File: src/rtl/jk_bank_ctrl.sv
// jk_bank_ctrl: command-driven sequencer for a WIDTH-bit bank of JK flip-flops.
// Accepts CLEAR / LOAD / TOGGLE / NOP / UP_TO / DOWN_TO over a valid/ready
// handshake. It drives the bank's J/K vectors from its FSM state, the latched
// argument and the bank's Q feedback.
// Everything runs on the falling edge of clk_i, which is the same edge the JK
// bank uses. The controller and the bank therefore move in lockstep.
// Optional macro JKC_PRESCALE_EN: inserts a PRESCALE-cycle divider between
// count steps. Target compare and abort are still evaluated every cycle.
module jk_bank_ctrl #(
    parameter int WIDTH    = 4,
    parameter int PRESCALE = 4
) (
    input  logic             clk_i,
    input  logic             rst_i,
    input  logic             cmd_valid_i,
    output logic             cmd_ready_o,
    input  logic [2:0]       cmd_op_i,
    input  logic [WIDTH-1:0] cmd_arg_i,
    input  logic             abort_i,
    input  logic [WIDTH-1:0] q_i,
    output logic [WIDTH-1:0] j_o,
    output logic [WIDTH-1:0] k_o,
    output logic             busy_o,
    output logic             done_o,
    output logic             err_o
);

    localparam logic [2:0] OP_NOP    = 3'b000;
    localparam logic [2:0] OP_CLEAR  = 3'b001;
    localparam logic [2:0] OP_LOAD   = 3'b010;
    localparam logic [2:0] OP_UP_TO  = 3'b011;
    localparam logic [2:0] OP_DN_TO  = 3'b100;
    localparam logic [2:0] OP_TOGGLE = 3'b101;

    typedef enum logic [2:0] {
        S_IDLE,
        S_EXEC,
        S_CNT_UP,
        S_CNT_DN,
        S_DONE
    } state_t;

    state_t           r_state;
    logic [2:0]       r_op;
    logic [WIDTH-1:0] r_arg;
    logic             r_err;
    logic             r_ready;
    logic             r_busy;
    logic             r_done;

    logic [WIDTH-1:0] w_up_t;
    logic [WIDTH-1:0] w_dn_t;
    logic             w_hit;
    logic             w_step;
    logic [WIDTH-1:0] w_j;
    logic [WIDTH-1:0] w_k;

    // Synchronous-counter toggle enables: bit i toggles when all lower bits are
    // 1 (counting up) or all lower bits are 0 (counting down). Bit 0 always toggles.
    assign w_up_t[0] = 1'b1;
    assign w_dn_t[0] = 1'b1;
    generate
        for (genvar gi = 1; gi < WIDTH; gi++) begin : g_tog
            assign w_up_t[gi] = w_up_t[gi-1] & q_i[gi-1];
            assign w_dn_t[gi] = w_dn_t[gi-1] & ~q_i[gi-1];
        end
    endgenerate

    assign w_hit = (q_i == r_arg);

`ifdef JKC_PRESCALE_EN
    localparam int DIV_W = $clog2(PRESCALE);
    logic [DIV_W-1:0] r_div;

    // Divider runs only while counting and is held at zero otherwise, so every count starts with a full period.
    always_ff @(negedge clk_i) begin
        if (rst_i || (r_state != S_CNT_UP && r_state != S_CNT_DN)) begin
            r_div <= '0;
        end else if (r_div == DIV_W'(PRESCALE - 1)) begin
            r_div <= '0;
        end else begin
            r_div <= r_div + DIV_W'(1);
        end
    end

    assign w_step = (r_div == DIV_W'(PRESCALE - 1));
`else
    assign w_step = 1'b1;
`endif

    // J/K drive: hold (0/0) unless executing an op or taking a count step; forced to hold during reset.
    always_comb begin
        w_j = '0;
        w_k = '0;
        if (!rst_i) begin
            case (r_state)
                S_EXEC: begin
                    case (r_op)
                        OP_CLEAR: begin
                            w_k = '1;
                        end
                        OP_LOAD: begin
                            w_j = r_arg;
                            w_k = ~r_arg;
                        end
                        OP_TOGGLE: begin
                            w_j = r_arg;
                            w_k = r_arg;
                        end
                        default: begin
                            w_j = '0;
                            w_k = '0;
                        end
                    endcase
                end
                S_CNT_UP: begin
                    if (!abort_i && !w_hit && w_step) begin
                        w_j = w_up_t;
                        w_k = w_up_t;
                    end
                end
                S_CNT_DN: begin
                    if (!abort_i && !w_hit && w_step) begin
                        w_j = w_dn_t;
                        w_k = w_dn_t;
                    end
                end
                default: begin
                    w_j = '0;
                    w_k = '0;
                end
            endcase
        end
    end

    // Command FSM. The handshake and status outputs are registered alongside the state.
    always_ff @(negedge clk_i) begin
        if (rst_i) begin
            r_state <= S_IDLE;
            r_op    <= OP_NOP;
            r_arg   <= '0;
            r_err   <= 1'b0;
            r_ready <= 1'b1;
            r_busy  <= 1'b0;
            r_done  <= 1'b0;
        end else begin
            r_done <= 1'b0;
            case (r_state)
                S_IDLE: begin
                    if (cmd_valid_i) begin
                        r_op    <= cmd_op_i;
                        r_arg   <= cmd_arg_i;
                        r_ready <= 1'b0;
                        r_busy  <= 1'b1;
                        case (cmd_op_i)
                            OP_UP_TO: begin
                                r_state <= S_CNT_UP;
                                r_err   <= 1'b0;
                            end
                            OP_DN_TO: begin
                                r_state <= S_CNT_DN;
                                r_err   <= 1'b0;
                            end
                            OP_NOP, OP_CLEAR, OP_LOAD, OP_TOGGLE: begin
                                r_state <= S_EXEC;
                                r_err   <= 1'b0;
                            end
                            default: begin
                                r_state <= S_DONE;
                                r_err   <= 1'b1;
                                r_done  <= 1'b1;
                            end
                        endcase
                    end
                end
                S_EXEC: begin
                    r_state <= S_DONE;
                    r_done  <= 1'b1;
                end
                S_CNT_UP, S_CNT_DN: begin
                    if (abort_i || w_hit) begin
                        r_state <= S_DONE;
                        r_done  <= 1'b1;
                    end
                end
                S_DONE: begin
                    r_state <= S_IDLE;
                    r_ready <= 1'b1;
                    r_busy  <= 1'b0;
                end
                default: begin
                    r_state <= S_IDLE;
                    r_ready <= 1'b1;
                    r_busy  <= 1'b0;
                end
            endcase
        end
    end

    assign j_o         = w_j;
    assign k_o         = w_k;
    assign cmd_ready_o = r_ready;
    assign busy_o      = r_busy;
    assign done_o      = r_done;
    assign err_o       = r_err;

endmodule

File: config.mk
export PLATFORM = sky130hd
export DESIGN_NAME = jk_bank_ctrl
export DESIGN_NICKNAME = d
export VERILOG_FILES = /design/src/rtl/jk_bank_ctrl.sv
export SDC_FILE = /design/constraint.sdc
export NUM_CORES = 1
export LEC_CHECK = 0
export ABC_AREA = 1
export BUFFER_PORTS_ARGS = -buffer_cell sky130_fd_sc_hd__buf_2
export CAP_MARGIN = 5
export CORE_ASPECT_RATIO = 0.75
export CORE_MARGIN = 2
export CORE_UTILIZATION = 45
export DETAILED_ROUTE_END_ITERATION = 8
export GPL_TIMING_DRIVEN = 0
export HOLD_SLACK_MARGIN = 0.03
export PLACE_DENSITY = 0.74
export SETUP_SLACK_MARGIN = 0.2
export SYNTH_ARGS = -nofsm -noshare
export SYNTH_HDL_FRONTEND = slang
export SYNTH_SLANG_ARGS = --single-unit
File: constraint.sdc
create_clock -name clk_i -period 1.1 [get_ports clk_i]
set_clock_uncertainty 0.1 [all_clocks]
set_input_delay 0.055 -clock clk_i [delete_from_list [all_inputs] [get_ports clk_i]]
set_output_delay 0.055 -clock clk_i [all_outputs]
set_load 0.005 [all_outputs]
==> impl_metrics.tcl, run 1 <==
set metrics [dict create \
    ys.flop_type "dfxtp_1" \
    crit_fanout 4 \
    power_density_mw_per_mm2 1185 \
    intPower_w 0.001181 \
    worstSetupPathType "reg -> out" \
    clock-sinks 14 \
    synth_edf_count 0 \
    fin_cells 257 \
    overflow 0 \
    synth_seq_area_share_pct 30.23 \
    area_delta_synth_final_pct 91.77 \
    tritoncts "built" \
    dr.pass1.iters 6 \
    yosysUniqueCellTypes 21 \
    hpwl_um 1850 \
    cts_buffer_depth 2 \
    power.switching_w 0.0009268 \
    final_net_count 249 \
    min_path_cells 3 \
    tns_ps -18410 \
    postRouteAntennaNets 0 \
    power_frac_comb_pct 41.1 \
    min-delay-start "rst_i" \
    async_flop_share_pct 0 \
    wire_per_inst_um 19.71 \
    final_common_cell "inv_1" \
    cts_max_level 1 \
    gp_congestion 0.9305 \
    ys_warn_count 0 \
    syn_inst 152 \
    core_area_mm2 0.001979 \
    clk_pin_slew_ps 80 \
    timing.rr.end "r_state[1]" \
    slew_violations 0 \
    placementRows 14 \
    p_seq_share_pct 30.6 \
    preCtsSetupSlack_ps -794.0 \
    clkPwrFrac_pct 28.3 \
    cp_slowest_cell "dfxtp_4" \
    synth_seq_cells 14 \
    drtIter0Drc 206 \
    crit_required_ps 940 \
    critPathLaunchType "flop" \
    wl_um 5065 \
    p_sw_share_pct 43.97 \
    final_util_pct 89.82 \
    rsz0062_at_grt "true" \
    antenna_found_initial 0 \
    path_cells "inv_2 > nand2_2 > nor2_4 > nand4_1 > nand3_1 > nand2_1 > inv_1 > buf_2" \
    hold_viol_final 0 \
    port_buffers 25 \
    end_kind "output pin" \
    num_antenna_cells 0 \
    setup-violations-final 24 \
    grt_pass1_vias 1328 \
    nFillCells 88 \
    violations "negative setup slack" \
    layout_common_cells "inv_1 (26), buf_4 (24), buf_2 (22), nand2_1 (21), buf_6 (19)" \
    grt_use_total_pct 32.52 \
    grt_pass1_wl_um 5989 \
    route.detailed.drc 0 \
    arrival_ps 2260 \
    max_cap_violations 0 \
    relSlewSlack_pct 83.23 \
    cts_buffers 3 \
    cts-root-buf "clkbuf_4" \
    tightest_slew_ps 250.5 \
    dp_cells 201 \
    setup_slack_ps -1311 \
    status "finished, violations left" \
    clk_latency_ps 400 \
    syn_avg_cell_area_um2 6.100 \
    syn-cell-area_um2 927.1 \
    boundaryPins 27 \
    drive_above_1_share_pct 62.23 \
    vias 1548 \
    ir_drop_v 0.001142 \
    hold_end "k_o[0]" \
    r2r_slack_ps -1270 \
    vias_per_cell 6.023 \
    start_util_pct 46.84 \
    synth_nets 167 \
    p_leak_nw 0.9373 \
    die_h_um 43.31 \
    reg2reg_from "r_arg[3]" \
    hold_class "in -> out" \
    fp.dieW_um 56.41 \
    grt_max_degree 11 \
    worst_path_largest_cell_delay_ps 390 \
    reg2regPathDepth 19 \
    die_area_mm2 0.002443 \
]
-- how the worst max path moves through the flow --
| stage | to | slack [ps] | depth (start not counted) | startpoint |
|---|---|---|---|---|
| 5_1_grt | j_o[2] | -1360 | 10 | r_arg[1] |
| 3_5_place_dp | k_o[3] | -790 | 8 | r_state[2] |
| 4_1_cts | k_o[3] | -1100 | 10 | r_arg[1] |
| 6_report | j_o[2] | -1310 | 8 | r_state[2] |
| 3_3_place_gp | j_o[0] | -780 | 10 | r_arg[2] |
| 2_1_floorplan | j_o[0] | -560 | 9 | r_arg[2] |
-- kinds of logic after synthesis --
logic type / count (synthesis) / share of synthesized area, %
and+or+nand+nor: 71 / 35.36
buffers and inverters: 34 / 14.71
AOI/OAI and AO/OA: 33 / 19.70
DFF: 14 / 30.23
-- Yosys cell counts, types with 2 or more instances --
master | count | share of area, %
nand2_1 | 36 | 15
inv_1 | 24 | 9.7
dfxtp_1 | 14 | 30
a21oi_1 | 13 | 7.0
o21ai_0 | 12 | 6.5
nand3_1 | 10 | 5.4
nor2_1 | 10 | 4.0
inv_2 | 7 | 2.8
nand4_1 | 6 | 4.0
nor2_2 | 4 | 2.7
o211ai_1 | 4 | 3.2
nand2_2 | 2 | 1.3
nor2_4 | 2 | 2.4
-- flip-flops by register name, summed over array words and instances, names as in the netlist --
| name | count |
|---|---|
| err_o | 1 |
| cmd_ready_o | 1 |
| r_state | 3 |
| r_arg | 4 |
| busy_o | 1 |
| done_o | 1 |
| r_op | 3 |
-- power groups by stage --
stage	Sequential, W	Clock, W	Combinational (W)
floorplan	0.000624	0.0000836	0.000291
global placement	0.000632	0.0000836	0.000388
detailed placement	0.000636	0.0000836	0.000397
CTS	0.000629	0.000527	0.000589
global route	0.000648	0.000654	0.000896
finish	0.000645	0.000597	0.000866
-- repair_timing --
item / in CTS / in global routing
pin swaps: 17 / 25
gates resized for setup: 27 / 46
hold buffers: 0 / 0
endpoints found under the setup margin: 26 / 26
setup buffers: 26 / 12
cloned: 1 / 0
-- worst max-delay path, delay by kind of cell, from the launching register on --
kind                   cells  cell delay, ps
AND/OR/NAND/NOR            5             690
buffers and inverters      3             210
flip-flops                 1             390
-- final cells by class --
cell class	instances	area (um2)	area share, %
Clock inverter	15	57.56	3.237
Multi-Input combinational cell	104	675.6	38.00
Buffer	3	45.04	2.533
Inverter	30	142.6	8.023
Sequential cell	14	311.5	17.52
Timing Repair Buffer	64	493.0	27.73
Clock buffer	3	22.52	1.267
Tap cell	24	30.03	1.689
-- per-stage QoR --
step	hold WS, ps	area [um2]	total power [W]
finish	282.9	1778	0.002108
global route	307.0	1778	0.002198
CTS	281.5	1535	0.001745
detailed placement	277.7	1180	0.001117
global placement	277.6	1180	0.001104
floorplan	153.9	1025	0.0009984
-- layer usage --
metal	GRT usage, %	share of wire, %	routed length [um]
met1	36.97	37	1854
met2	54.12	46	2308
met3	12.80	12	587
met4	15.71	6.2	315
met5	0	0	0
(Power assumes the default switching activity.)
==> run 2, diff against run 1 <==
- SKIP_CTS_REPAIR_TIMING: default -> 1
==> run 2 against run 1 <==
The run still ends with negative setup slack left. Sequential cell count is the same. Sequential power shrank 0.6%. Hold slack lost 10 ps. Combinational power shrank 35%. Critical path type unchanged. Critical endpoint is now k_o[0]. Largest cell class unchanged. Largest power group is now sequential cells. Highest routed layer unchanged.
==> impl_metrics.tcl, run 2 (synthesis gave the netlist of run 1 again) <==
set metrics [dict create \
    die_area_mm2 0.002443 \
    antenna_found_initial 0 \
    postRouteAntennaNets 0 \
    cts_max_level 1 \
    setup_slack_ps -1158 \
    layout_common_cells "nand2_1 (32), inv_1 (26), buf_2 (23), inv_2 (12), buf_4 (9)" \
    m1WireLength_um 1190 \
    grt_max_degree 11 \
    wl_met2_um 1409 \
    dr.pass1.iters 5 \
    area_delta_synth_final_pct 55.60 \
    clock-sinks 14 \
    route.detailed.drc 0 \
    drtIter0Drc 50 \
    num_antenna_cells 0 \
    path_cells "inv_2 > nand2_1 > nand2_1 > nor2_2 > nand2_2 > nand2_2 > inv_2 > o21ai_2 > a21oi_1 > buf_2" \
    boundaryPins 27 \
    status "finished, violations left" \
    cp_slowest_cell "dfxtp_4" \
    worstSetupPathType "reg -> out" \
    die_h_um 43.31 \
    reg2regPathDepth 10 \
    clk_latency_ps 350 \
    grt_pass1_vias 938 \
    ir_drop_v 0.001044 \
    regMostFlops "r_arg" \
    violations "negative setup slack" \
    start_util_pct 46.84 \
    tritoncts "built" \
    reg_top3 "r_arg x4, r_op x3, r_state x3" \
    relSlewSlack_pct 84.85 \
    final_util_pct 72.88 \
    rsz0062_at_grt "true" \
    worst-path-buf-inv 3 \
    crit_required_ps 940 \
    cts-root-buf "clkbuf_4" \
    clk_pin_slew_ps 30 \
    cp_top_family "simple AND/OR/NAND/NOR gates" \
    largest_reg_flops 4 \
    min_path_cells 3 \
    grt_use_total_pct 20.12 \
    route.top_layer_used "met4" \
    final_cell_area_mm2 0.001443 \
    overflow 0 \
    grt_pass1_wl_um 3870 \
    core_area_mm2 0.001979 \
    final_common_cell "nand2_1" \
    cts_buffer_depth 2 \
    wl_met3_um 263 \
    hold_class "in -> out" \
    gp_congestion 0.9305 \
    drive_above_1_share_pct 50.25 \
    arrival_ps 2100 \
    hold_viol_final 0 \
    vias_per_cell 5.242 \
    hpwl_um 1850 \
    final_net_count 219 \
    fp.dieW_um 56.41 \
    path_depth 10 \
    p_leak_nw 0.7767 \
    vias 1190 \
    wl_um 2924 \
    end_kind "output pin" \
    cts_buffers 3 \
    port_buffers 25 \
    max_cap_violations 0 \
    tightest_slew_ps 227.0 \
    slew_violations 0 \
    crit_fanout 7 \
    power_density_mw_per_mm2 1191 \
    wire_per_inst_um 12.88 \
    placementRows 14 \
    setup-violations-final 24 \
    worst_path_largest_cell_delay_ps 350 \
    place_area_mm2 0.001180 \
    critPathLaunchType "flop" \
]
==> run 2: area by class of cell <==
cell class / count / area [um2]
buffer: 3 / 48.80
clock buffer: 3 / 22.52
clock inverter: 15 / 57.56
fill: 160 / 536.8
inverter: 30 / 135.1
multi-input combinational: 104 / 621.8
sequential: 14 / 307.8
tap: 24 / 30.03
timing repair buffer: 34 / 219.0
==> run 2: worst min-delay path: stages <==
cell	delay (ps)
buf_12	110
a21oi_2	40
buf_2	120
==> run 2: metal layers <==
layer	global-route usage, %	up-vias
li1	-	593
met1	25.74	523
met2	32.00	65
met3	6.707	9
met4	7.143	0
met5	0	-
==> run 2: metrics by stage <==
stage                     TNS [ps]  hold WS [ps]  instances  total power (W)  worst slack (ps)
final                       -13900         272.7        227         0.001719             -1158
after global routing        -15610         289.4        227         0.001845             -1238
after CTS                   -13660         278.9        218         0.001560             -1166
after detailed placement    -11200         277.7        201         0.001117            -794.0
after global placement      -10890         277.6        201         0.001104            -775.2
after floorplan              -6631         153.9        152        0.0009984            -558.2
==> run 2: path summary, 6_finish.rpt <==
check              from      to  slack (ps)
min               rst_i  j_o[0]         270
max            r_arg[1]  k_o[0]       -1160
max reg2reg  r_state[1]  done_o        -380
min reg2reg      busy_o  busy_o         350
==> run 2: report_power, final <==
group	internal, W	switching, W	leakage, nW
Sequential	0.000571	0.0000707	0.121
Combinational	0.000251	0.000310	0.567
Clock	0.000199	0.000318	0.0885
Total	0.00102	0.000698	0.777
==> run 3, diff against run 2 <==
- GPL_TIMING_DRIVEN: 0 -> default
==> run 3 against run 2 <==
The flow still finishes with violations (negative setup slack). Clock-buffer cell count stayed put. Global-route usage is 5.7 points higher. Hold slack better by 72 ps. Cell count is 11% higher. Worst setup slack worse by 70 ps. Sequential power is 3.9% lower. First-iteration DRC count is 8.0% higher. Critical endpoint unchanged. Largest power group is now combinational cells.
==> impl_metrics.tcl, run 3 (synthesis gave the netlist of run 1 again) <==
set metrics [dict create \
    status "finished, violations left" \
    violations "negative setup slack" \
    hold_viol_final 0 \
    cts-root-buf "clkbuf_4" \
    postRouteAntennaNets 0 \
    arrival_ps 2170 \
    crit_path_start "r_op[0]" \
    crit_required_ps 940 \
    route.detailed.drc 0 \
    final_common_cell "buf_4" \
    cts_buffers 3 \
    tns_ps -15070 \
    clk_latency_ps 370 \
    worstSetupPathType "reg -> out" \
    relSlewSlack_pct 80.02 \
    tritoncts "built" \
    setup_slack_ps -1227 \
    grt_use_total_pct 25.80 \
    final_net_count 245 \
    largest_reg_flops 4 \
    vias_per_cell 5.360 \
    reg2regPathDepth 11 \
    cp_slowest_cell "dfxtp_1" \
    grt_max_degree 14 \
    die_h_um 43.31 \
    gp_congestion 0.8463 \
    antenna_found_initial 0 \
    ir_drop_v 0.001052 \
    crit_path_end "k_o[0]" \
    tightest_slew_ps 296.5 \
    num_antenna_cells 0 \
    drtIter0Drc 54 \
    wl_um 3472 \
    grt_pass1_vias 1147 \
    total_power_w 0.001814 \
    regMostFlops "r_arg" \
    clk_pin_slew_ps 40 \
    setup-violations-final 25 \
    die_area_mm2 0.002443 \
    core_area_mm2 0.001979 \
    p_leak_nw 0.8768 \
    slew_violations 0 \
    timing.rr.end "r_state[1]" \
    reg2reg_from "r_state[0]" \
    r2r_slack_ps -460 \
    rsz0062_at_grt "true" \
    drive_above_1_share_pct 53.28 \
    wire_per_inst_um 13.72 \
    grt_pass1_wl_um 4878 \
    vias 1356 \
    end_kind "output pin" \
    nFillCells 148 \
    critPathLaunchType "flop" \
    crit_fanout 4 \
    area_delta_synth_final_pct 68.69 \
    placementRows 14 \
    port_buffers 26 \
    fp.dieW_um 56.41 \
    power_density_mw_per_mm2 1160 \
    overflow 0 \
    dr.pass1.iters 4 \
    max_cap_violations 0 \
    cts_buffer_depth 2 \
    layout_common_cells "buf_4 (35), nand2_1 (33), inv_1 (29), buf_2 (25), inv_2 (10)" \
    cts_max_level 1 \
    worst_path_largest_cell_delay_ps 320 \
    path_cells "inv_1 > nand2_1 > o21ai_0 > o211ai_1 > a21oi_1 > buf_2" \
    hpwl_um 2414 \
    clock-sinks 14 \
    boundaryPins 27 \
    hold_class "reg -> reg" \
    reg_top3 "r_arg x4, r_op x3, r_state x3" \
    start_util_pct 46.84 \
]
==> run 3: through the flow <==
step | cell area, um2 | instances | setup WS (ps) | utilization [%] | hold slack, ps
after floorplan | 1025 | 152 | -558.2 | - | 153.9
after global placement | 1403 | 234 | -718.9 | 70.86 | 336.9
after detailed placement | 1403 | 234 | -789.1 | 70.86 | 345.1
after CTS | 1479 | 251 | -1175 | 74.72 | 354.1
after global routing | 1564 | 253 | -1332 | 79.01 | 347.9
final | 1564 | 253 | -1227 | 79.01 | 344.6
==> run 3: critical path: cells and delay by family (launching register included) <==
kind | cells | cell delay (ps)
DFF | 1 | 320
buffers and inverters | 2 | 230
and+or+nand+nor | 1 | 120
AOI/OAI and AO/OA | 3 | 600
==> run 3: power breakdown <==
part	switching, W	leakage [nW]	internal (W)
Clock	0.000336	0.0885	0.000199
Combinational	0.000351	0.669	0.000311
Sequential	0.0000464	0.120	0.000570
==> run 3: cell type report <==
| type | count | area, um2 | area share [%] |
|---|---|---|---|
| Clock inverter | 15 | 57.56 | 3.680 |
| Clock buffer | 3 | 22.52 | 1.440 |
| Timing Repair Buffer | 63 | 421.7 | 26.96 |
| Sequential cell | 14 | 299.0 | 19.12 |
| Tap cell | 24 | 30.03 | 1.920 |
| Multi-Input combinational cell | 104 | 598.1 | 38.24 |
| Inverter | 30 | 135.1 | 8.640 |
==> run 3: worst min-delay path by stage <==
stage                      from          end  slack [ps]  cells past startpoint
finish              cmd_ready_o  cmd_ready_o         340                      2
global route        cmd_ready_o  cmd_ready_o         350                      2
CTS                      busy_o       busy_o         350                      1
detailed placement       busy_o       busy_o         350                      1
global placement         busy_o       busy_o         340                      1
floorplan                 rst_i       j_o[0]         150                      2
==> run 3: layer usage <==
layer	wire length (um)	vias up	GRT usage [%]
met5	0	-	0
met4	114	0	10.95
met3	304	20	8.232
met2	1634	80	41.65
met1	1419	606	32.10
li1	-	650	-
